**src/rtl/wrr_pop_controller_if.sv**
```systemverilog
// Queue-side and output-FIFO-side signals of the WRR pop controller.
// The master end is the controller; the slave end is the FIFO fabric.
interface wrr_pop_controller_if #(
    parameter int QUEUE_QUANTITY = 4,
    parameter int DATA_BITS      = 8
);
    logic [QUEUE_QUANTITY-1:0]           buf_empty;
    logic [QUEUE_QUANTITY*DATA_BITS-1:0] data_in;
    logic                                out_almost_full;
    logic [QUEUE_QUANTITY-1:0]           pop;
    logic [DATA_BITS-1:0]                data_out;
    logic                                push;

    modport master (
        input  buf_empty,
        input  data_in,
        input  out_almost_full,
        output pop,
        output data_out,
        output push
    );

    modport slave (
        output buf_empty,
        output data_in,
        output out_almost_full,
        input  pop,
        input  data_out,
        input  push
    );
endinterface

```
**src/rtl/wrr_pop_controller.sv**
```systemverilog
// Weighted round-robin dequeue controller: walks a (queue, weight) table
// and forwards up to weight words per visit into the output FIFO.
module wrr_pop_controller #(
    parameter int QUEUE_QUANTITY = 4,
    parameter int DATA_BITS      = 8,
    parameter int TABLE_SIZE     = 8,
    parameter int MAX_WEIGHT     = 64,
    localparam int QW = (QUEUE_QUANTITY > 1) ? $clog2(QUEUE_QUANTITY) : 1,
    localparam int SW = (TABLE_SIZE > 1) ? $clog2(TABLE_SIZE) : 1,
    localparam int WW = (MAX_WEIGHT > 1) ? $clog2(MAX_WEIGHT) : 1
) (
    input  logic                     clk,
    input  logic                     rst,
    input  logic                     enb,
    input  logic [TABLE_SIZE*WW-1:0] pesos,
    input  logic [TABLE_SIZE*QW-1:0] selecciones,
    output logic [SW-1:0]            slot,
    output logic [1:0]               state,
    wrr_pop_controller_if.master     bus
);

    typedef enum logic [1:0] {
        IDLE  = 2'd0,
        LOAD  = 2'd1,
        SERVE = 2'd2
    } state_e;

    state_e               state_q, state_d;
    logic [SW-1:0]        slot_q, slot_d;
    logic [QW-1:0]        q_q, q_d;
    logic [WW-1:0]        credit_q, credit_d;
    logic                 push_q, push_d;
    logic [DATA_BITS-1:0] data_q, data_d;

    logic [QW-1:0]        cfg_q;
    logic [WW-1:0]        cfg_w;
    logic                 q_empty;
    logic                 pop_en;

    assign cfg_q = selecciones[int'(slot_q)*QW +: QW];
    assign cfg_w = pesos[int'(slot_q)*WW +: WW];

    // Out-of-range queue indices behave as permanently empty queues.
    always_comb begin
        q_empty = 1'b1;
        if (int'(q_q) < QUEUE_QUANTITY) q_empty = bus.buf_empty[q_q];
    end

    assign pop_en = !rst && enb && (state_q == SERVE)
                    && !bus.out_almost_full && !q_empty;

    assign bus.pop      = pop_en ? (QUEUE_QUANTITY'(1) << q_q) : '0;
    assign bus.push     = push_q;
    assign bus.data_out = data_q;
    assign slot         = slot_q;
    assign state        = state_q;

    always_comb begin
        state_d  = state_q;
        slot_d   = slot_q;
        q_d      = q_q;
        credit_d = credit_q;
        push_d   = pop_en;
        data_d   = data_q;
        if (pop_en) data_d = bus.data_in[int'(q_q)*DATA_BITS +: DATA_BITS];
        if (enb) begin
            case (state_q)
                IDLE: state_d = LOAD;
                LOAD: begin
                    q_d      = cfg_q;
                    credit_d = cfg_w;
                    if (cfg_w == '0) slot_d = slot_q + 1'b1;
                    else             state_d = SERVE;
                end
                SERVE: begin
                    // Empty queue forfeits the rest of its credit.
                    if (q_empty) begin
                        slot_d  = slot_q + 1'b1;
                        state_d = LOAD;
                    end else if (!bus.out_almost_full) begin
                        if (credit_q == WW'(1)) begin
                            slot_d  = slot_q + 1'b1;
                            state_d = LOAD;
                        end else begin
                            credit_d = credit_q - 1'b1;
                        end
                    end
                end
                default: state_d = IDLE;
            endcase
        end
    end

    always_ff @(posedge clk) begin
        if (rst) begin
            state_q  <= IDLE;
            slot_q   <= '0;
            q_q      <= '0;
            credit_q <= '0;
            push_q   <= 1'b0;
            data_q   <= '0;
        end else begin
            state_q  <= state_d;
            slot_q   <= slot_d;
            q_q      <= q_d;
            credit_q <= credit_d;
            push_q   <= push_d;
            data_q   <= data_d;
        end
    end

endmodule

```
**src/flat_wrapper.sv**
```systemverilog
// flat-port wrapper written by rule: the top's interface ports become plain ports
module wrr_pop_controller_flat 
#(
    parameter int QUEUE_QUANTITY = 4,
    parameter int DATA_BITS      = 8,
    parameter int TABLE_SIZE     = 8,
    parameter int MAX_WEIGHT     = 64,
    localparam int QW = (QUEUE_QUANTITY > 1) ? $clog2(QUEUE_QUANTITY) : 1,
    localparam int SW = (TABLE_SIZE > 1) ? $clog2(TABLE_SIZE) : 1,
    localparam int WW = (MAX_WEIGHT > 1) ? $clog2(MAX_WEIGHT) : 1
)
  (clk, rst, enb, pesos, selecciones, slot, state, bus_buf_empty, bus_data_in, bus_out_almost_full, bus_pop, bus_data_out, bus_push);
  wrr_pop_controller_if #(.QUEUE_QUANTITY(QUEUE_QUANTITY), .DATA_BITS(DATA_BITS)) bus_i ();
  input  logic clk;
  input  logic rst;
  input  logic enb;
  input  logic [TABLE_SIZE*WW-1:0] pesos;
  input  logic [TABLE_SIZE*QW-1:0] selecciones;
  output logic [SW-1:0] slot;
  output logic [1:0] state;
  input wire logic [$bits(bus_i.buf_empty)-1:0] bus_buf_empty;
  input wire logic [$bits(bus_i.data_in)-1:0] bus_data_in;
  input wire logic [$bits(bus_i.out_almost_full)-1:0] bus_out_almost_full;
  output wire logic [$bits(bus_i.pop)-1:0] bus_pop;
  output wire logic [$bits(bus_i.data_out)-1:0] bus_data_out;
  output wire logic [$bits(bus_i.push)-1:0] bus_push;
  assign bus_i.buf_empty = bus_buf_empty;
  assign bus_i.data_in = bus_data_in;
  assign bus_i.out_almost_full = bus_out_almost_full;
  assign bus_pop = bus_i.pop;
  assign bus_data_out = bus_i.data_out;
  assign bus_push = bus_i.push;
  wrr_pop_controller #(.QUEUE_QUANTITY(QUEUE_QUANTITY), .DATA_BITS(DATA_BITS), .TABLE_SIZE(TABLE_SIZE), .MAX_WEIGHT(MAX_WEIGHT)) u_core (.clk(clk), .rst(rst), .enb(enb), .pesos(pesos), .selecciones(selecciones), .slot(slot), .state(state), .bus(bus_i));
endmodule
```
**config.mk**
```make
export PLATFORM = sky130hd
export DESIGN_NAME = wrr_pop_controller_flat
export DESIGN_NICKNAME = d
export VERILOG_FILES = /design/src/rtl/wrr_pop_controller_if.sv /design/src/rtl/wrr_pop_controller.sv /design/src/flat_wrapper.sv
export SDC_FILE = /design/constraint.sdc
export NUM_CORES = 1
export LEC_CHECK = 0
export BUFFER_PORTS_ARGS = -buffer_cell sky130_fd_sc_hd__buf_2
export CAP_MARGIN = 20
export CORE_AREA = 2 2 78 65
export DETAILED_ROUTE_END_ITERATION = 6
export DIE_AREA = 0 0 80 67
export GPL_TIMING_DRIVEN = 0
export PLACE_DENSITY = 0.75
export SLEW_MARGIN = 0
export SYNTH_ARGS = -nofsm -noshare
export SYNTH_HDL_FRONTEND = slang
export SYNTH_SLANG_ARGS = --single-unit
```
**constraint.sdc**
```tcl
create_clock -name clk -period 3.42 [get_ports clk]
set_clock_uncertainty 0.2 [all_clocks]
set_input_delay 0.513 -clock clk [delete_from_list [all_inputs] [get_ports clk]]
set_output_delay 0.513 -clock clk [all_outputs]
set_load 0.02 [all_outputs]
```
# After elaboration in Yosys (flattened, before gate mapping)
# Cells that the tools add are included.
word_totals:
  output_inout_bits: 18
  register_bits: 22
op_classes:
  n_mux: 17
  n_reduce_logical: 14
  mul: 1
  n_eq_ne: 10
  addsub: 2
  magnitude_cmp: 1
  shift: 4
op_table:
  columns: ["cell", "n"]
  rows:
  - ["indexed part select 48 x 32 -> 6 bit", 1]
  - ["indexed part select 32 x 6 -> 8 bit", 1]
  - ["two-way mux 6 bit", 3]
  - ["indexed part select 16 x 5 -> 2 bit", 1]
  - ["two-way mux 3 bit", 4]
  - ["case mux 6 bit (2 select lines)", 1]
  - ["AND reduction 5 bit", 2]
  - ["two-way mux 2 bit", 4]
  - ["inequality test 2 bit (second input constant)", 4]
  - ["== test 6 x 1 -> 1 bit (second input constant)", 1]
  - ["logical NOT 6 bit", 1]
  - ["inequality test 3 x 2 -> 1 bit (second input constant)", 2]
  - ["case mux 2 bit (3 select lines)", 1]
  - ["case mux 3 bit (2 select lines)", 1]
  - ["subtractor 6 x 1 -> 6 bit (second input constant)", 1]
  - ["multiplier 3 x 2 -> 5 bit (second input constant)", 1]
  - ["logical AND 1 bit", 4]
  - ["two-way mux 4 bit", 1]
  - ["AND reduction 4 bit", 1]
  - ["<< shifter 1 x 2 -> 4 bit (first input constant)", 1]
  - ["adder 3 x 1 -> 3 bit (second input constant)", 1]
  - ["logical NOT 1 bit", 3]
  - ["< comparator 2 x 3 -> 1 bit (second input constant)", 1]
  - ["binary-select mux 1 bit (select 2 bit)", 1]
  - ["other kinds (7)", 7]

# Logic depth before layout (Yosys ltp)
logic_depth:
  ltp_word: 6
  ltp_mapped: 8
  depth_no_buf: 7

# Worst setup path after synthesis
# OpenSTA, ideal clock, no wires.
synth_path:
  path_type: "register to output"
  start: "reg u_core.q_q[0]"
  end: "out bus_pop[1]"
  path_stages_with_launch: 6
  path_slack_ns: 0.344
  arrival_ns: 2.363
  path_buffers: 2
  cell_sequence: "dfxtp_1 clkbuf_1 mux4_2 or4_1 buf_2 nor3b_1"
synth_via:
  elab_chain_len: 5
synth_lines:
  columns: ["element", "line", "text"]
  rows:
  - ["start: declaration", "wrr_pop_controller.sv:30", "logic [QW-1:0] q_q, q_d;"]
  - ["start signal: assignment", "wrr_pop_controller.sv:105", "q_q <= q_d;"]
  - ["binary-select mux 1 bit (select 2 bit)", "wrr_pop_controller.sv:46", "if (int'(q_q) < QUEUE_QUANTITY) q_empty = bus.buf_empty[q_q];"]
  - ["two-way mux 1 bit (not written as such)", "wrr_pop_controller.sv:46", null]
  - ["logical NOT 1 bit", "wrr_pop_controller.sv:50", "&& !bus.out_almost_full && !q_empty;"]
  - ["logical AND 1 bit", "wrr_pop_controller.sv:50", null]
  - ["two-way mux 4 bit *", "wrr_pop_controller.sv:52", "assign bus.pop = pop_en ? (QUEUE_QUANTITY'(1) << q_q) : '0;"]
  - ["end: declaration", "flat_wrapper.sv:24", "output wire logic [$bits(bus_i.pop)-1:0] bus_pop;"]
# Every way passes the cells marked *; elsewhere a longest branch is shown, timed or not. The select of a mux whose other input is x is not followed.

# Worst setup path in the final report
# Same ends and word-level chain as after synthesis.

==> metrics.cfg <==
[placed_design]
hpwl_microns=4300
gp_congestion=0.866
port_buffers=121
dp_cells=358

[floorplan]
core_sq_um=4510
die_y_microns=67
io_pins=122
die_area_sq_um=5360
start_util_pct=41.9
rows=22
die_w_microns=80

[logic_synthesis]
yosys.cell_types.count=42
netlist_instances=177
syn_nets=287
synthFlopType=dfxtp_1
avgSynthCellArea_sq_um=10.7
synth_area_sq_um=1890
synth_edf_count=0
synth_seq_cells=22
synthArstFlopShare_pct=0
yosysWarnings=0
synth-seq-area-share_pct=23.3

[run_status]
status=finished, final reports clean

[sta]
post-route-min-period_ns=3.23
hold_viol=0
final-setup-viol-count=0
final_max_slew_viol_count=0
tightest_slew_ns=0.596
min_period_over_period_pct=94.5
rsz0062_at_grt=false
setup_tns_ns=0
fmax_mhz=309
max_slew_margin_pct=59.8

[cells_and_area]
drive_above_1_share_pct=49.7
fin_cells=360
nets=412
insertedDiodeCount=0
area_growth_pct=38.0

[setup_path]
crit_chain=mux4_2 > or4_1 > buf_2 > nor3b_1 > buf_2
cp_common_cell=buf_2
crit_buf_inv=2
critical_path_arrival_ns=2.52
critPathMaxFanout=10
path_class=reg2out
slowest_stage=mux4_2
regToRegSetupSlack_ns=0.50
max_stage_delay_ns=0.60
worstSetupStartpointType=register
end_kind=primary output
cp.required_ns=2.71
crit_family=simple AND/OR/NAND/NOR gates

[power_and_ir_drop]
ir_drop_mv=0.137
powerDensity_nw_per_um2=272
total_leakage_power_uw=0.00121
finalPower_uw=710

[drt]
wl_microns=5160
vias=1907
vias_per_cell=5.30
routedWlPerCell_microns=14.3
drtIter0Drc=76
ant_nets=0
drc=0
drt_first_pass_iters=4

[clocking]
htreeDepth=1
hold_buffers=0
clk_pin_slew_ns=0.07
numCtsBuffers=3
root_buffer=clkbuf_8
cts.sinks=22
cts_tree=done
cts_buffer_depth=2
post-cts-setup-buffer-count=0
cts_resized=0
clk_latency_ns=0.26

[global_route]
grt_pass1_vias=1796
grt_pass1_wl_microns=8090
grt_max_degree=12
track_usage_pct=19.2
grt.overflow.total=0
grt_antenna_before_repair=0

[hold_path]
hold_class=reg2reg

[job]
cap_violations=0

## worst paths after layout
kind | startpoint | end | depth (start not counted)
worst max register to register | u_core.slot[2] | u_core.slot[2] | 7
worst max-delay path | u_core.q_q[0] | bus_pop[1] | 5
worst min register to register | u_core.credit_q[1] | u_core.credit_q[1] | 2
worst min-delay path | u_core.credit_q[1] | u_core.credit_q[1] | 2
## placed cells by master (no fill, tap or decap), drive strengths merged, types with 2 or more instances in the layout
| cell type | synthesis | routed |
|---|---|---|
| dfxtp | 22 | 22 |
| nand4 | 3 | 3 |
| a311oi | 2 | 2 |
| clkbuf | 9 | 11 |
| nor2b | 2 | 2 |
| a211oi | 2 | 2 |
| nor3 | 4 | 4 |
| nand3 | 4 | 4 |
| inv | 8 | 8 |
| nor2 | 16 | 16 |
| nor4 | 3 | 3 |
| a21oi | 10 | 10 |
| nand2 | 13 | 13 |
| ha | 6 | 6 |
| nand2b | 2 | 2 |
| o21ai | 8 | 8 |
| buf | 4 | 125 |
| mux4 | 25 | 25 |
| nor3b | 2 | 2 |
| mux2 | 2 | 2 |
| mux2i | 17 | 17 |
## synth_stat cells (3+ instances only)
cell | number | share of area [%]
nor3_1 | 4 | 1.1
inv_1 | 8 | 1.6
nor4_1 | 3 | 0.99
mux4_1 | 10 | 14
ha_1 | 6 | 4.0
o21ai_0 | 7 | 1.9
mux4_2 | 15 | 18
nand2_1 | 13 | 2.6
nand3_1 | 4 | 1.1
nor2_1 | 16 | 3.2
dfxtp_1 | 22 | 23
a21oi_1 | 10 | 2.6
mux2i_1 | 15 | 7.9
clkbuf_1 | 9 | 1.8
## worst min-delay path, stage by stage (launching register included)
cell and delay (ns):
dfxtp_1 0.34, nand2_1 0.06, a21oi_1 0.05
## sequential cells by signal (all words and copies together), names as in the netlist
| register | flops |
|---|---|
| u_core.credit_q | 6 |
| u_core.bus.push | 1 |
| u_core.slot | 3 |
| u_core.state | 2 |
| u_core.bus.data_out | 8 |
| u_core.q_q | 2 |
## where the power goes
group          total (uW)  internal, uW  switching [uW]
clock                 158          78.6            79.5
combinational         268           148             120
sequential            284           269            15.0
total                 710           495             215
## stage by stage
stage               instance area [sq um]  worst slack [ns]  hold slack, ns  util (%)
floorplan                            1890             0.344           0.258         -
global placement                     2570             0.372           0.271      57.0
detailed placement                   2570             0.341           0.285      57.0
CTS                                  2610            0.0365           0.298      57.9
global route                         2610            0.0981           0.326      57.8
finish                               2610             0.187           0.291      57.8
## layer usage
layer  vias up  track usage (%)  part of all wire (%)
met2        72             34.3                    50
met3         4             3.39                   6.9
li1        938                -                     -
met5         -                0                     0
met4         0             3.18                  0.47
met1       893             24.8                    43
## area by class of cell
type / instances / area (sq um)
repair buffers: 121 / 606
flip-flops and latches: 22 / 440
inverters: 9 / 33.8
multi-input cells: 133 / 1340
well taps: 60 / 75.1
clock buffers: 3 / 41.3
fillers: 431 / 1910
plain buffers: 12 / 71.3
## logic make-up after synthesis
kind of cell               count (synthesis)  synth area share (%)
DFF                                       22                  23.3
muxes                                     44                  42.8
adders and majority gates                  6                  3.97
AOI/OAI and AO/OA                         29                  9.93
buffers and inverters                     22                  5.76
and+or+nand+nor                           54                  14.2
Power figures use the tool's default switching activity.
